`src/rtl/led_pkg.sv`:
```
// Shared types for the LED frame sequencer.
//   mode_e  : per-frame pixel pattern (DOT / FILL / TAIL / OFF)
//   state_e : sequencer FSM states
//   color_t : 24-bit GRB colour, G in [23:16], R in [15:8], B in [7:0]
package led_pkg;

  typedef enum logic [1:0] {
    MODE_DOT  = 2'd0,
    MODE_FILL = 2'd1,
    MODE_TAIL = 2'd2,
    MODE_OFF  = 2'd3
  } mode_e;

  typedef enum logic [2:0] {
    ST_IDLE  = 3'd0,
    ST_LOAD  = 3'd1,
    ST_WAIT  = 3'd2,
    ST_LATCH = 3'd3,
    ST_DONE  = 3'd4
  } state_e;

  typedef logic [23:0] color_t;

  localparam color_t COLOR_OFF = 24'h000000;

endpackage

```
`src/rtl/led_driver.sv`:
```
// Single-pixel serial LED driver (WS2812-style one-wire line).
// A valid_in pulse while idle captures rgb_in and shifts its 24 bits out
// MSB first. Each bit occupies BIT_CYCLES clocks: the line is high for
// T1H_CYCLES for a '1' and T0H_CYCLES for a '0', low for the rest.
// finished_led pulses for one cycle after the last bit slot.
// Ports:
//   clk_in        clock
//   rst_in        asynchronous active-high reset
//   rgb_in        colour to send (captured on valid_in)
//   valid_in      start request, ignored while a pixel is in flight
//   signal_out    serial data line (registered)
//   finished_led  one-cycle end-of-pixel pulse
module led_driver
  import led_pkg::*;
#(
  parameter int BIT_CYCLES = 125,
  parameter int T0H_CYCLES = 40,
  parameter int T1H_CYCLES = 80
) (
  input  logic   clk_in,
  input  logic   rst_in,
  input  color_t rgb_in,
  input  logic   valid_in,
  output logic   signal_out,
  output logic   finished_led
);

  localparam int PHW = $clog2(BIT_CYCLES + 1);

  logic           active_q;
  color_t         shift_q;
  logic [4:0]     bit_cnt_q;
  logic [PHW-1:0] phase_q;
  logic           out_q;
  logic           fin_q;
  logic [PHW-1:0] high_len;

  assign high_len = shift_q[23] ? PHW'(T1H_CYCLES) : PHW'(T0H_CYCLES);

  always_ff @(posedge clk_in or posedge rst_in) begin
    if (rst_in) begin
      active_q  <= 1'b0;
      shift_q   <= COLOR_OFF;
      bit_cnt_q <= '0;
      phase_q   <= '0;
      out_q     <= 1'b0;
      fin_q     <= 1'b0;
    end else begin
      fin_q <= 1'b0;
      if (!active_q) begin
        out_q <= 1'b0;
        if (valid_in) begin
          active_q  <= 1'b1;
          shift_q   <= rgb_in;
          bit_cnt_q <= 5'd23;
          phase_q   <= '0;
        end
      end else begin
        out_q <= (phase_q < high_len);
        if (phase_q == PHW'(BIT_CYCLES - 1)) begin
          phase_q <= '0;
          if (bit_cnt_q == 5'd0) begin
            active_q <= 1'b0;
            fin_q    <= 1'b1;
          end else begin
            bit_cnt_q <= bit_cnt_q - 5'd1;
            shift_q   <= {shift_q[22:0], 1'b0};
          end
        end else begin
          phase_q <= phase_q + 1'b1;
        end
      end
    end
  end

  assign signal_out   = out_q;
  assign finished_led = fin_q;

endmodule

```
`src/rtl/led_frame_sequencer.sv`:
```
// Frame sequencer for a strip of NUM_LEDS serial LEDs.
// On start_frame it snapshots position/colour/mode, feeds one pixel at a
// time to led_driver, then holds the line low for the latch gap and
// pulses frame_done.
//
// state    | meaning
// ---------+-----------------------------------------------------------
// ST_IDLE  | waiting for start_frame, inputs are sampled on acceptance
// ST_LOAD  | one-cycle valid_in to the driver for pixel led_idx
// ST_WAIT  | pixel being shifted out, waiting for finished_led
// ST_LATCH | line held low for the latch gap
// ST_DONE  | frame_done pulse, busy already low
//
// Ports:
//   clk_100mhz        clock
//   sys_rst           asynchronous active-high reset
//   current_position  head index, 0-based (may exceed NUM_LEDS-1)
//   color_on          lit colour, GRB
//   mode              0 DOT, 1 FILL, 2 TAIL, 3 OFF
//   start_frame       frame request, level or pulse
//   signal_out        serial LED data line
//   busy              frame in progress
//   frame_done        one-cycle end-of-frame pulse
module led_frame_sequencer
  import led_pkg::*;
#(
  parameter int NUM_LEDS     = 10,
  parameter int TAIL_LEN     = 3,
  parameter int LATCH_CYCLES = 5000,
  parameter int BIT_CYCLES   = 125,
  parameter int T0H_CYCLES   = 40,
  parameter int T1H_CYCLES   = 80
) (
  input  logic                        clk_100mhz,
  input  logic                        sys_rst,
  input  logic [$clog2(NUM_LEDS):0]   current_position,
  input  logic [23:0]                 color_on,
  input  logic [1:0]                  mode,
  input  logic                        start_frame,
  output logic                        signal_out,
  output logic                        busy,
  output logic                        frame_done
);

  // Index shares the position width so idx/pos compare without extension.
  localparam int PW  = $clog2(NUM_LEDS) + 1;
  localparam int LCW = $clog2(LATCH_CYCLES + 1);

  state_e          state_q, state_d;
  logic [PW-1:0]   pos_q, pos_d;
  color_t          color_q, color_d;
  mode_e           mode_q, mode_d;
  logic [PW-1:0]   idx_q, idx_d;
  logic [LCW-1:0]  cnt_q, cnt_d;
  color_t          rgb_q, rgb_d;

  logic            valid_in;
  logic            finished_led;

  function automatic color_t pixel_color(input logic [PW-1:0] idx,
                                         input logic [PW-1:0] pos,
                                         input color_t        c,
                                         input mode_e         m);
    color_t      px;
    int unsigned k;
    px = COLOR_OFF;
    k  = 0;
    case (m)
      MODE_DOT:  if (idx == pos) px = c;
      MODE_FILL: if (idx <= pos) px = c;
      MODE_TAIL: begin
        if (idx == pos) begin
          px = c;
        end else if (pos > idx) begin
          // Only pixels below the head are dimmed, so no wrap past 0.
          k = 32'(pos - idx);
          if (k <= unsigned'(TAIL_LEN))
            px = {c[23:16] >> k, c[15:8] >> k, c[7:0] >> k};
        end
      end
      default: px = COLOR_OFF;
    endcase
    return px;
  endfunction

  always_ff @(posedge clk_100mhz or posedge sys_rst) begin
    if (sys_rst) begin
      state_q <= ST_IDLE;
      pos_q   <= '0;
      color_q <= COLOR_OFF;
      mode_q  <= MODE_DOT;
      idx_q   <= '0;
      cnt_q   <= '0;
      rgb_q   <= COLOR_OFF;
    end else begin
      state_q <= state_d;
      pos_q   <= pos_d;
      color_q <= color_d;
      mode_q  <= mode_d;
      idx_q   <= idx_d;
      cnt_q   <= cnt_d;
      rgb_q   <= rgb_d;
    end
  end

  always_comb begin
    state_d = state_q;
    pos_d   = pos_q;
    color_d = color_q;
    mode_d  = mode_q;
    idx_d   = idx_q;
    cnt_d   = cnt_q;
    rgb_d   = rgb_q;
    case (state_q)
      ST_IDLE: begin
        if (start_frame) begin
          pos_d   = current_position;
          color_d = color_on;
          mode_d  = mode_e'(mode);
          idx_d   = '0;
          // Same values that are being latched this edge.
          rgb_d   = pixel_color('0, current_position, color_on, mode_e'(mode));
          state_d = ST_LOAD;
        end
      end
      ST_LOAD: state_d = ST_WAIT;
      ST_WAIT: begin
        if (finished_led) begin
          if (idx_q < PW'(NUM_LEDS - 1)) begin
            idx_d   = idx_q + 1'b1;
            rgb_d   = pixel_color(idx_q + 1'b1, pos_q, color_q, mode_q);
            state_d = ST_LOAD;
          end else begin
            cnt_d   = '0;
            state_d = ST_LATCH;
          end
        end
      end
      ST_LATCH: begin
        // Entry cycle plus LATCH_CYCLES counted clocks: the line stays low
        // for at least LATCH_CYCLES before frame_done.
        if (cnt_q == LCW'(LATCH_CYCLES)) state_d = ST_DONE;
        else                             cnt_d   = cnt_q + 1'b1;
      end
      ST_DONE: state_d = ST_IDLE;
      default: state_d = ST_IDLE;
    endcase
  end

  assign valid_in   = (state_q == ST_LOAD);
  assign busy       = (state_q == ST_LOAD) || (state_q == ST_WAIT) || (state_q == ST_LATCH);
  assign frame_done = (state_q == ST_DONE);

  led_driver #(
    .BIT_CYCLES (BIT_CYCLES),
    .T0H_CYCLES (T0H_CYCLES),
    .T1H_CYCLES (T1H_CYCLES)
  ) u_led_driver (
    .clk_in       (clk_100mhz),
    .rst_in       (sys_rst),
    .rgb_in       (rgb_q),
    .valid_in     (valid_in),
    .signal_out   (signal_out),
    .finished_led (finished_led)
  );

endmodule

```
`config.mk`:
```
export PLATFORM = sky130hd
export DESIGN_NAME = led_frame_sequencer
export DESIGN_NICKNAME = d
export VERILOG_FILES = /design/src/rtl/led_pkg.sv /design/src/rtl/led_driver.sv /design/src/rtl/led_frame_sequencer.sv
export SDC_FILE = /design/constraint.sdc
export NUM_CORES = 1
export LEC_CHECK = 0
export BUFFER_PORTS_ARGS = -buffer_cell sky130_fd_sc_hd__buf_2
export CAP_MARGIN = 20
export CORE_ASPECT_RATIO = 0.5
export CORE_MARGIN = 1
export CORE_UTILIZATION = 40
export CTS_CLUSTER_SIZE = 8
export DETAILED_ROUTE_END_ITERATION = 8
export GPL_TIMING_DRIVEN = 0
export PLACE_DENSITY = 0.63
export SKIP_CTS_REPAIR_TIMING = 1
export SLEW_MARGIN = 30
export SYNTH_ARGS = -nofsm -noshare
export SYNTH_HDL_FRONTEND = slang
export SYNTH_SLANG_ARGS = --single-unit
```
`constraint.sdc`:
```
create_clock -name clk_100mhz -period 6.5 [get_ports clk_100mhz]
set_input_delay 1.3 -clock clk_100mhz [delete_from_list [all_inputs] [get_ports clk_100mhz]]
set_output_delay 1.3 -clock clk_100mhz [all_outputs]
set_load 0.01 [all_outputs]
```
Yosys cells after proc, flatten, opt, wreduce, memory -nomap -nowiden --
Index checks and enable logic that the tools add are counted.
Storage, ports and cells: register bits 115, input port bits 34, output and inout bits 3, word-level logic and storage cells 115
Operators by class: add/sub/neg operators 5, magnitude comparators 8, equality and inequality tests 19, shift-type cells 6, multiplexer cells 49, reductions and logical operators 15
Operator list (number):
- two-way mux 24 bit | 17
- one-hot mux 24 bit (3 select lines) | 2
- right shift 8 x 32 -> 8 bit | 3
- one-hot mux 24 bit (2 select lines) | 1
- two-way mux 13 bit | 3
- two-way mux 5 bit | 7
- <= comparator 32 x 2 -> 1 bit (second input constant) | 1
- two-way mux 7 bit | 4
- one-hot mux 13 bit (2 select lines) | 1
- right shift 8 x 5 -> 8 bit | 3
- inequality test 2 bit (second input constant) | 7
- adder 13 x 1 -> 13 bit (second input constant) | 1
- equality test 13 bit (second input constant) | 1
- one-hot mux 3 bit (4 select lines) | 1
- logical NOT 5 bit | 2
- one-hot mux 5 bit (2 select lines) | 1
- two-way mux 3 bit | 3
- two-way mux 1 bit | 8
- AND reduction 4 bit | 2
- adder 7 x 1 -> 7 bit (second input constant) | 1
- equality test 7 bit (second input constant) | 1
- < comparator 7 bit | 1
- equality test 3 x 2 -> 1 bit (second input constant) | 2
- AND reduction 3 bit | 2
- 21 further kinds | 27

Longest topological paths before layout --
Gate-level depths: netlist (run 1).
depth after elaboration 10, depth in mapped cells 12

Modules after synthesis --
Synthesis (run 1) repeated with hierarchy kept, for this count alone.
Unflattened totals: cells, all modules 743, area, all modules 7173.1 um^2
By module, submodules not included:
- led_frame_sequencer | instances 1, cells an instance 546, area each 5128.7 um^2
- led_driver | instances 1, cells an instance 197, area each 2044.5 um^2

Least setup slack after synthesis (run 1) --
No wires, ideal clock.
kind input port to flip-flop, start in current_position[0], end reg rgb_q[4], library setup time 0.123 ns, arrival time 2.773 ns, required time 6.377 ns, path slack 3.603 ns, cell stages on the path 8, path through buf_2 -> buf_2 -> buf_2 -> mux2i_1 -> a21oi_1 -> a221o_1 -> a31oi_1 -> a21oi_1
On the way: word-level cells in the longest chain between the ends 7
RTL lines:
- start: declaration | line led_frame_sequencer.sv:36 | input logic [$clog2(NUM_LEDS):0] current_position,
- <= comparator 5 x 2 -> 1 bit / right shift 8 x 5 -> 8 bit (equally long branches) | line led_frame_sequencer.sv:77, led_frame_sequencer.sv:78
- two-way mux 24 bit | line led_frame_sequencer.sv:77 | if (k <= unsigned'(TAIL_LEN))
- two-way mux 24 bit | line led_frame_sequencer.sv:74 | end else if (pos > idx) begin
- two-way mux 24 bit | line led_frame_sequencer.sv:72 | if (idx == pos) begin
- one-hot mux 24 bit (3 select lines) * | line led_frame_sequencer.sv:68 | case (m)
- two-way mux 24 bit * | line led_frame_sequencer.sv:116 | if (start_frame) begin
- one-hot mux 24 bit (2 select lines) * | line led_frame_sequencer.sv:114 | case (state_q)
- end signal: assignment | line led_frame_sequencer.sv:102 | rgb_q <= rgb_d;
- end: declaration | line led_frame_sequencer.sv:55 | color_t rgb_q, rgb_d;
Every way passes the cells marked *; elsewhere a longest branch is shown, timed or not. The select of a mux whose other input is x is not followed. A chain may end at the register's enable or synchronous reset.

Worst setup path after layout (run 1) --
start reg idx_q[0], end reg rgb_q[9]
On the way: word-level cells in the longest chain between the ends 10
RTL lines:
- start: declaration | line led_frame_sequencer.sv:53 | logic [PW-1:0] idx_q, idx_d;
- start signal: assignment | line led_frame_sequencer.sv:100 | idx_q <= idx_d;
- adder 5 x 1 -> 5 bit | line led_frame_sequencer.sv:131 | rgb_d = pixel_color(idx_q + 1'b1, pos_q, color_q, mode_q);
- subtractor 5 x 5 -> 6 bit | line led_frame_sequencer.sv:76 | k = 32'(pos - idx);
- <= comparator 32 x 2 -> 1 bit / right shift 8 x 32 -> 8 bit (equally long branches) | line led_frame_sequencer.sv:77, led_frame_sequencer.sv:78
- two-way mux 24 bit | line led_frame_sequencer.sv:77
- two-way mux 24 bit | line led_frame_sequencer.sv:74
- two-way mux 24 bit | line led_frame_sequencer.sv:72
- one-hot mux 24 bit (3 select lines) | line led_frame_sequencer.sv:68
- two-way mux 24 bit | line led_frame_sequencer.sv:129 | if (idx_q < PW'(NUM_LEDS - 1)) begin
- two-way mux 24 bit | line led_frame_sequencer.sv:128 | if (finished_led) begin
- one-hot mux 24 bit (2 select lines) | line led_frame_sequencer.sv:114
Parallel ways exist; a longest one is shown, timed or not. The select of a mux whose other input is x is not followed.

==> metrics, run 1 <==
Netlist cell types=67; Ys Warns=0; post-synthesis cell area=0.00683 mm²; max incr delay on CP=840 ps; Global Route Usage Sum=22.9%; Min-Delay Path Class=reg -> reg; cell taking the most area after synthesis=dfrtp_1; Antenna Cells=0; Boundary Pins=37; 1st-pass router iterations=5; Pleak=3.47 nW; sequential power share=31.5%; global route overflow=0; number of remaining DRC errors=0; routed vias/inst=5.80; Crit-path slowest cell=a211oi_2; Die Area=0.0176 mm²; CTS buffer count=17; ys flop type=dfrtp_1; Power Internal=0.00240 W; clock root buffer=clkbuf_16; final wirelength=19,200 µm; Initial Util=41.3%; xor/xnor cell area share of the yosys netlist=2.31%; Die X=187 µm; largest family of logic cells by synthesized area=compound AO/OA/AOI/OAI gates; critical path endpoint category=flop; switching power=0.00173 W; Worst Setup Start Kind=flop; Post-Synth Simple-Gate Area=16.3%; kind of critical path=reg -> reg; worst skew pair latency=420 ps; PwrDens=520 mW/mm²; Max FO, Critical Path=10; setup TNS=0 ps; Sink Count=115; area of the core=0.0166 mm²; syn_nets=754; Rel. slew slack=37.2%; critical path arrival=3790 ps; post-synthesis adder-cell area fraction=3.04%; fin crit share=53.8%; Final setup viols=0; post-synthesis register bit count=115; initial antenna violation count=0; height of the die=94.4 µm; Net Sw Frac=41.9%; Post-Syn Instances=704; CTS tree=built; most used cell, CP=o21ai_0; Rows=33; CTS max path bufs=2; complex-gate fraction of the synthesized area=16.6%; worst slew pin tran=940 ps; remaining antenna violation count=0; combinational share of power=44.4%; Worst-path clk slew=60 ps; Max rail drop VDD=273 µV; final net count=807; vias in the first global route=5,614; final hold violations=0; Synth-to-Final Area Change=16.1%; RSZ-0062 raised after global routing=no; clock network power share=24.0%; largest net degree at the start of global routing=85; routed len/inst=19.2 µm; number of enable flip-flop cells after synthesis=0; post-synth top area share=42.1%; Slew Viols, Final=0; Place WS=3070 ps; DR vias=5,783; Seq/Total Area, Yosys=42.1%; first-pass GRT wire length=30,900 µm; GP Congestion=0.972; Post-synth ARST share=100%; mux contribution to synthesized area=15.5%; max-cap violation count=0; IO Port Bufs=33; Final Skew=11.5 ps; Max Freq=0.286 GHz; commonest non-fill, non-tap cells in the layout=dfrtp_1 (115), nand2_1 (95), nor2_1 (66), buf_2 (42), mux2_2 (39); CTS H-tree lvls=4; Iteration-0 DRC Markers=450; top cells by area, synth=dfrtp_1 (42%), mux2_2 (6.4%), mux2i_1 (5.4%), nand2_1 (5.2%), nor2_1 (3.6%); CP required=6790 ps; commonest non-fill, non-tap cell in the layout=dfrtp_1; placed wire-length estimate=13,800 µm; Cell Chain, Critical Path=ha_1, fa_1, and2b_1, o22ai_1, o21ai_0, nand3_1, a211oi_2, o21ai_0, a31oi_1; worst setup margin=3010 ps; share of cells above drive strength 1=19.9%; min cycle time layout=3490 ps; syn avg cell area=9.71 µm²; outcome=completed
## registers in the layout (all words and copies together) (netlist names)
name and count:
color_q 24, rgb_q 24, u_led_driver.shift_q 24, cnt_q 13, u_led_driver.phase_q 7, idx_q 5, pos_q 5, u_led_driver.bit_cnt_q 5
state_q 3, mode_q 2, u_led_driver.active_q 1, u_led_driver.finished_led 1, u_led_driver.signal_out 1
## synthesized netlist by cell type (4+ instances only)
cell and n:
xnor2_1 5, nor3_1 8, nor2_1 66, ha_1 15, xor2_1 13, dfrtp_1 115, nand4_1 6, a31oi_1 13
and2_1 4, a221oi_1 11, nand3_1 19, mux2_2 39, a21oi_1 34, o21ai_0 34, clkbuf_1 24, o21ai_1 19
nor3b_1 4, a211oi_1 6, nor2b_1 11, inv_1 23, mux2i_1 37, mux4_2 11, o21ai_2 7, a221o_1 8
buf_2 9, nand2_1 95, buf_6 4
## worst max-delay path, delay by kind of cell, from the launching register on
kind | cells | cell delay [ps]
adder cells (fa/ha/maj) | 2 | 790
AND/OR/NAND/NOR | 2 | 500
flip-flops | 1 | 420
AO/OA/AOI/OAI | 5 | 1660
## cell type report
cell class / instances / area [µm²]
sequential: 115 / 2880
buffer: 40 / 199
timing repair buffer: 34 / 193
fill: 1520 / 8620
clock inverter: 15 / 193
multi-input combinational: 526 / 3670
inverter: 23 / 93.8
tap: 227 / 284
clock buffer: 17 / 425
## routing by layer
| layer | track usage [%] | share of wire [%] |
|---|---|---|
| met5 | 2.47 | 0 |
| met4 | 9.90 | 2.5 |
| met3 | 5.69 | 8.9 |
| met2 | 34.5 | 43 |
| met1 | 31.3 | 46 |
## worst paths after layout
check	startpoint	endpoint	slack [ps]	cells after the start
setup / recovery	idx_q[0]$_DFFE_PP0P_	rgb_q[9]$_DFFE_PP0P_	3010	9
hold / removal	u_led_driver.shift_q[21]$_DFFE_PP0P_	u_led_driver.shift_q[21]$_DFFE_PP0P_	490	2
setup reg to reg	idx_q[0]$_DFFE_PP0P_	rgb_q[9]$_DFFE_PP0P_	3010	9
hold reg to reg	u_led_driver.shift_q[21]$_DFFE_PP0P_	u_led_driver.shift_q[21]$_DFFE_PP0P_	490	2
max in group asynchronous	sys_rst	u_led_driver.shift_q[14]$_DFFE_PP0P_	4960	3
min in group asynchronous	sys_rst	idx_q[4]$_DFFE_PP0P_	840	2
## stage by stage
stage	utilization (%)	hold slack, ps	instances	total power (W)	instance area (µm²)
after floorplan	-	451	704	0.00258	6830
after global placement	44.0	462	964	0.00305	7280
after detailed placement	44.2	478	965	0.00310	7320
after CTS	47.9	494	997	0.00410	7940
after global routing	47.9	518	997	0.00439	7940
final	47.9	492	997	0.00413	7940
## cells by family (layout without fill, tap and decap cells)
kind of cell               count (synthesis)  in the layout
AOI/OAI and AO/OA                        170            170
xor gates and xnor gates                  18             18
adders and majority gates                 16             16
buffers and inverters                     63            129
DFF                                      115            115
muxes                                     87             87
and+or+nand+nor                          235            235
## power groups by stage
| stage | logic (W) | registers, W | clock network, W |
|---|---|---|---|
| 2_1_floorplan | 0.00138 | 0.00120 | 0 |
| 3_3_place_gp | 0.00176 | 0.00129 | 0 |
| 3_5_place_dp | 0.00179 | 0.00130 | 0 |
| 4_1_cts | 0.00180 | 0.00129 | 0.00100 |
| 5_1_grt | 0.00202 | 0.00134 | 0.00103 |
| 6_report | 0.00183 | 0.00130 | 0.000992 |
(Power assumes the default switching activity.)
==> inputs of run 2 (changes only) <==
ABC_AREA = 1   (was unset)
PLACE_DENSITY = 0.65   (was 0.63)
clock period = 2.8 ns   (was 6.5 ns; I/O delays follow)
==> run 2 against run 1 <==
Net effect: design area grew 16%; first-iteration DRC count up 63%; global-route usage is 4.6 points higher; utilization up 3.9 points; clock power is 120% higher; sequential share of layout area fell by 5.1 points; sequential power is 140% higher; via count up 34%; fmax rose by 27%; largest cell class unchanged.
==> metrics, run 2 <==
Ys Warns=0 (unchanged); CTS H-tree lvls=4 (unchanged); Placed Cells=1,365 (+41%); placed wire-length estimate=19,700 µm (+42%); CTS max path bufs=2 (unchanged); outcome=completed; Post-Syn Instances=1,091 (+55%); CTS buffer count=17 (unchanged); area occupied by multi-input gates=0.00440 mm² (+20%); Die X=195 µm (+4.5%); worst skew pair latency=440 ps (+20 ps); Worst Setup Start Kind=flop; DP Area=0.00803 mm² (+9.7%); height of the die=98.6 µm (+4.5%); Net Sw Frac=49.9% (+8.0 points); number of remaining DRC errors=0 (unchanged); post-synthesis cell area=0.00747 mm² (+9.3%); Min-Delay Path Class=in -> async; Power Total=0.0125 W (+200%); FF+latch area=0.00288 mm² (about the same); Die Area=0.0193 mm² (+9.2%); R2R setup slack=40 ps (-2960 ps); ys flop type=dfrtp_1; critical path arrival=3120 ps (-670 ps); area of the core=0.0178 mm² (+7.7%); clock root buffer=clkbuf_16; Rows=34 (+3.0%); PwrDens=1350 mW/mm² (+160%); cell with the most instances after synthesis=nand2_1; Worst Reg-to-Reg Cells=18 (+9); top cells by area, synth=dfrtp_1 (39%), nand2_1 (16%), o21ai_0 (7.2%), inv_1 (5.7%), nor2_1 (5.6%); kind of critical path=reg -> reg; max-cap violation count=0 (unchanged); post-synthesis register bit count=115 (unchanged); Slew Viols, Final=0 (unchanged); commonest non-fill, non-tap cell in the layout=nand2_1; clock network power share=17.8% (-6.2 points); worst slew pin tran=631 ps (-309 ps); IO Port Bufs=36 (+9.1%); syn_nets=1,141 (+51%); post-route cell area=0.00925 mm² (+16%); routed vias/inst=5.50 (-5.2%); most frequent cells after synthesis=nand2_1 (322), dfrtp_1 (115), inv_1 (113), nor2_1 (111), o21ai_0 (108); Post-synth ARST share=100% (unchanged); global route overflow=0 (unchanged); Max Freq=0.363 GHz (+27%); biggest regs=color_q x24, rgb_q x24, u_led_driver.shift_q x24; non-filler cells in the finished layout=1,409 (+41%); switching power=0.00623 W (+260%); largest net degree at the start of global routing=31 (-64%); critical path endpoint category=flop; Antenna Cells=0 (unchanged); Synth-to-Final Area Change=23.7%; number of fill cells in the layout=1,721 (+13%); Max FO, Critical Path=5 (-5); Boundary Pins=37 (unchanged); Final Skew=12.6 ps (+1.08 ps); remaining antenna violation count=0 (unchanged); final net count=1,212 (+50%); first-pass GRT wire length=40,100 µm (+30%); initial antenna violation count=0 (unchanged); Initial Util=41.9% (+0.64 points); RSZ-0062 raised after global routing=yes; Iteration-0 DRC Markers=732 (+63%); number of enable flip-flop cells after synthesis=0 (unchanged); setup TNS=0 ps (unchanged); Seq/Total Area, Yosys=38.5% (-3.6 points); Power Internal=0.00627 W (+160%); DR vias=7,747 (+34%); Netlist cell types=46 (-31%); final hold violations=0 (unchanged); CP required=3160 ps (-3630 ps); min cycle time layout=2760 ps (-737 ps); Final setup viols=0 (unchanged); vias in the first global route=7,180 (+28%); CTS tree=built; Global Route Usage Sum=27.5% (+4.6 points); 1st-pass router iterations=6 (+1); final wirelength=25,500 µm (+33%); Rel. slew slack=57.6% (+20 points); Pleak=4.34 nW (+25%); post-synth top area share=38.5% (-3.6 points); sequential power share=24.6% (-6.9 points); syn avg cell area=6.85 µm² (-29%); Max rail drop VDD=685 µV (+150%); combinational share of power=57.6% (+13 points); Sink Count=115 (unchanged); RR Endpoint=rgb_q[17]$_DFFE_PP0P_; Worst-path clk slew=60 ps (about the same); commonest non-fill, non-tap cells in the layout=nand2_1 (279), dfrtp_1 (113), inv_1 (110), nor2_1 (110), o21ai_0 (103); fin crit share=98.5% (+45 points); share of cells above drive strength 1=17.6% (-2.3 points); routed len/inst=18.1 µm (-5.7%); GP Congestion=0.969 (-0.30%); worst r2r src=idx_q[0]$_DFFE_PP0P_; cell taking the most area after synthesis=dfrtp_1
run 2: worst max path at each step:
| stage | from | end | slack [ps] | cells past startpoint |
|---|---|---|---|---|
| 3_5_place_dp | idx_q[0]$_DFFE_PP0P_ | rgb_q[21]$_DFFE_PP0P_ | -720 | 14 |
| 4_1_cts | idx_q[0]$_DFFE_PP0P_ | rgb_q[21]$_DFFE_PP0P_ | -760 | 14 |
| 3_3_place_gp | idx_q[0]$_DFFE_PP0P_ | rgb_q[21]$_DFFE_PP0P_ | -710 | 14 |
| 2_1_floorplan | idx_q[0]$_DFFE_PP0P_ | rgb_q[8]$_DFFE_PP0P_ | 330 | 18 |
| 6_report | idx_q[0]$_DFFE_PP0P_ | rgb_q[17]$_DFFE_PP0P_ | 40 | 18 |
| 5_1_grt | idx_q[0]$_DFFE_PP0P_ | rgb_q[16]$_DFFE_PP0P_ | -80 | 18 |
run 2: worst max-delay path, cell delays in order, from the launching register on:
cell and delay [ps]:
dfrtp_2 420, inv_2 80, ha_2 230, fa_2 450, inv_1 100, nand2_1 70, nand2_1 70, nand3_2 100
buf_4 170, nand2_1 60, nand2_2 110, nor2_8 180, buf_8 140, nand2_1 50, nand2_1 50, nand2_1 50
nand2_2 120, nand2_2 90, a21oi_2 150
run 2: per-stage QoR:
stage          hold WS (ps)  utilization (%)  setup slack (ps)
5_1_grt                64.3             51.9             -77.6
4_1_cts                66.7             48.4              -757
3_5_place_dp            480             45.0              -717
3_3_place_gp            463             44.6              -714
6_report               58.6             51.9              42.9
2_1_floorplan           433                -               333
run 2: power groups by stage:
stage	logic, W	clock network (W)	registers (W)
floorplan	0.00427	0	0.00283
CTS	0.00581	0.00223	0.00303
global placement	0.00565	0	0.00302
detailed placement	0.00577	0	0.00305
finish	0.00720	0.00223	0.00307
global route	0.00792	0.00233	0.00315
run 2: logic make-up after synthesis:
logic type	share of synthesized area, %
buffers and inverters	8.83
AND/OR/NAND/NOR	30.1
adder cells (fa/ha/maj)	2.78
multiplexers	0.536
flip-flops	38.5
XOR/XNOR	1.64
AO/OA/AOI/OAI	17.6
run 2: cell type report:
class / instances / area share [%]
clock inverters: 14 / 1.65
plain buffers: 46 / 2.29
flip-flops and latches: 115 / 31.2
multi-input cells: 810 / 47.6
inverters: 118 / 4.99
repair buffers: 54 / 4.38
clock buffers: 18 / 4.75
well taps: 234 / 3.17
run 2: layer usage:
layer / vias up / wire (µm) / track usage [%] / share of wire [%]
li1: 3730 / - / - / -
met1: 3675 / 12100 / 40.2 / 47
met2: 304 / 11000 / 40.5 / 43
met3: 38 / 2030 / 6.30 / 8.0
met4: 0 / 409 / 7.75 / 1.6
met5: - / 0 / 0 / 0
==> inputs of run 3 (changes only) <==
SYNTH_HIERARCHICAL = 1   (was unset)
==> run 3 against run 2 <==
Net effect: design area increased by 1.3%; cell count increased by 9.2%; die area increased by 6.6%; highest routed layer unchanged.
==> metrics, run 3 <==
outcome=completed; post-synthesis register bit count=115 (unchanged); clock network power share=18.2% (+0.4 points); Sink Count=115 (unchanged); Worst Setup Start Kind=flop; kind of critical path=reg -> reg; routed len/inst=17.1 µm (-5.5%); ys flop type=dfrtp_1; placed wire-length estimate=19,600 µm (-0.43%); 1st-pass router iterations=7 (+1); combinational share of power=57.3% (-0.3 points); Final Skew=12.1 ps (-0.464 ps); Min-Delay Path Class=in -> async; Global Route Usage Sum=26.4% (-1.1 points); initial antenna violation count=0 (unchanged); Ys Warns=6 (+6); Max Freq=0.366 GHz (+0.82%); commonest non-fill, non-tap cell in the layout=nand2_1; Rows=36 (+5.9%); syn_nets=1,239 (+8.6%); Antenna Cells=0 (unchanged); Finished Core Util=48.0% (-3.9 points); RSZ-0062 raised after global routing=yes; final hold violations=0 (unchanged); final net count=1,308 (+7.9%); final wirelength=26,300 µm (+3.2%); post-synthesis cell area=0.00797 mm² (+6.7%); first-pass GRT wire length=41,800 µm (+4.3%); most frequent cells after synthesis=nand2_1 (448), dfrtp_1 (115), nand3_1 (101), inv_1 (100), o21ai_0 (88); IO Port Bufs=36 (unchanged); CTS buffer count=17 (unchanged); number of enable flip-flop cells after synthesis=0 (unchanged); biggest regs=color_q x24, rgb_q x24, u_led_driver/shift_q x24; min cycle time layout=2730 ps (-22.3 ps); Iteration-0 DRC Markers=851 (+16%); critical path arrival=3080 ps (-40 ps); Pleak=4.68 nW (+7.9%); global route overflow=0 (unchanged); CTS H-tree lvls=4 (unchanged); Seq/Total Area, Yosys=36.1% (-2.4 points); routed wire length on met2=11,300 µm (+2.4%); fin crit share=97.7% (-0.80 points); setup TNS=0 ps (unchanged); wl on met1=12,200 µm (+1.5%); Net Sw Frac=51.0% (+1.2 points); remaining antenna violation count=0 (unchanged); clock root buffer=clkbuf_16; Slew Viols, Final=0 (unchanged); DR top layer=met4; max-cap violation count=0 (unchanged); DR vias=8,306 (+7.2%); Die Area=0.0205 mm² (+6.6%); CTS tree=built; Rel. slew slack=55.2% (-2.4 points); Post-synth ARST share=100% (unchanged); worst skew pair latency=430 ps (about the same); Max FO, Critical Path=5 (unchanged); Worst-path clk slew=70 ps (about the same); share of cells above drive strength 1=15.6% (-2.1 points); area of the core=0.0195 mm² (+9.4%); commonest non-fill, non-tap cells in the layout=nand2_1 (437), dfrtp_1 (114), nand3_1 (99), inv_1 (97), o21ai_0 (86); critical path endpoint category=flop; number of remaining DRC errors=0 (unchanged); CP required=3150 ps (about the same); GP Congestion=1.03 (+6.1%); Final setup viols=0 (unchanged); Post-Syn Instances=1,190 (+9.1%); Worst Reg-to-Reg Cells=17 (-1); Synth-to-Final Area Change=17.5%; top cells by area, synth=dfrtp_1 (36%), nand2_1 (21%), nand3_1 (6.3%), o21ai_0 (5.5%), inv_1 (4.7%); Power Total=0.0121 W (-3.1%); routed vias/inst=5.40 (-1.8%); worst slew pin tran=667 ps (+35.8 ps); Power Internal=0.00593 W (-5.4%); syn avg cell area=6.70 µm² (-2.2%); Boundary Pins=37 (unchanged); Fin Hold WS=140 ps (+81.0 ps); met3 routed WL=2210 µm (+8.9%); Netlist cell types=47 (+2.2%); Die X=202 µm (+3.3%); sequential power share=24.5% (about the same); cell taking the most area after synthesis=dfrtp_1; Initial Util=40.9% (-1.0 points); post-synth top area share=36.1% (-2.4 points); CTS max path bufs=2 (unchanged); height of the die=102 µm (+3.2%); switching power=0.00618 W (-0.78%); largest net degree at the start of global routing=46 (+48%); Max rail drop VDD=744 µV (+8.6%); PwrDens=1290 mW/mm² (-4.3%); vias in the first global route=7,565 (+5.4%); cell with the most instances after synthesis=nand2_1
run 3: cell type report:
type / count / area [µm²]
Inverter: 109 / 417
Fill cell: 1973 / 10100
Clock inverter: 14 / 148
Tap cell: 266 / 333
Sequential cell: 115 / 2880
Clock buffer: 18 / 429
Multi-Input combinational cell: 917 / 4550
Timing Repair Buffer: 50 / 335
Buffer: 49 / 273
run 3: metrics by stage:
step	cells	instance area, µm²	setup WS (ps)
final	1538	9360	65.2
after global routing	1538	9360	-57.3
after CTS	1526	9110	-138
after detailed placement	1494	8530	-106
after global placement	1492	8480	-774
after floorplan	1190	7970	302
run 3: power groups by stage:
stage | Clock [W] | Sequential, W | Combinational, W
6_report | 0.00220 | 0.00297 | 0.00694
5_1_grt | 0.00229 | 0.00306 | 0.00775
4_1_cts | 0.00221 | 0.00295 | 0.00632
3_5_place_dp | 0 | 0.00297 | 0.00629
3_3_place_gp | 0 | 0.00296 | 0.00620
2_1_floorplan | 0 | 0.00277 | 0.00482
run 3: kinds of logic (layout without fill, tap and decap cells):
logic type / Yosys count / count (layout) / share of synthesized area (%)
adder cells (fa/ha/maj): 15 / 15 / 2.45
AND/OR/NAND/NOR: 689 / 689 / 37.9
multiplexers: 4 / 4 / 0.534
buffers and inverters: 158 / 240 / 8.48
AO/OA/AOI/OAI: 195 / 195 / 13.0
flip-flops: 115 / 115 / 36.1
XOR/XNOR: 14 / 14 / 1.54
run 3: worst paths after layout:
| check | startpoint | end | slack, ps |
|---|---|---|---|
| min in group clk_100mhz | start_frame | state_q[1]$_DFFE_PP0P_ | 450 |
| max in group asynchronous | sys_rst | color_q[13]$_DFFE_PP0P_ | 2040 |
| max | idx_q[1]$_DFFE_PP0P_ | rgb_q[11]$_DFFE_PP0P_ | 70 |
| min | sys_rst | u_led_driver/phase_q[4]$_DFFE_PP0P_ | 140 |
| max reg2reg | idx_q[1]$_DFFE_PP0P_ | rgb_q[11]$_DFFE_PP0P_ | 70 |
| min reg2reg | u_led_driver/shift_q[21]$_DFFE_PP0P_ | u_led_driver/shift_q[21]$_DFFE_PP0P_ | 470 |
run 3: critical path, cell delays in order, from the launching register on:
cell and delay, ps:
dfrtp_1 420, ha_4 180, nand3_2 100, xor2_2 210, ha_4 310, nand2_2 100
inv_2 80, nand2_2 70, nand2_1 110, nor2_4 60, nor2_8 140, nand3_2 100
nor2_4 200, clkbuf_16 180, nand2_2 50, nand2_2 100, nand2_1 70, a21oi_1 150
run 3: routing by layer:
layer  global-route usage (%)  vias to the layer above
met5                        0                        -
met4                     7.87                        0
met3                     6.31                       50
met2                     40.5                      323
met1                     37.1                     3926
li1                         -                     4007
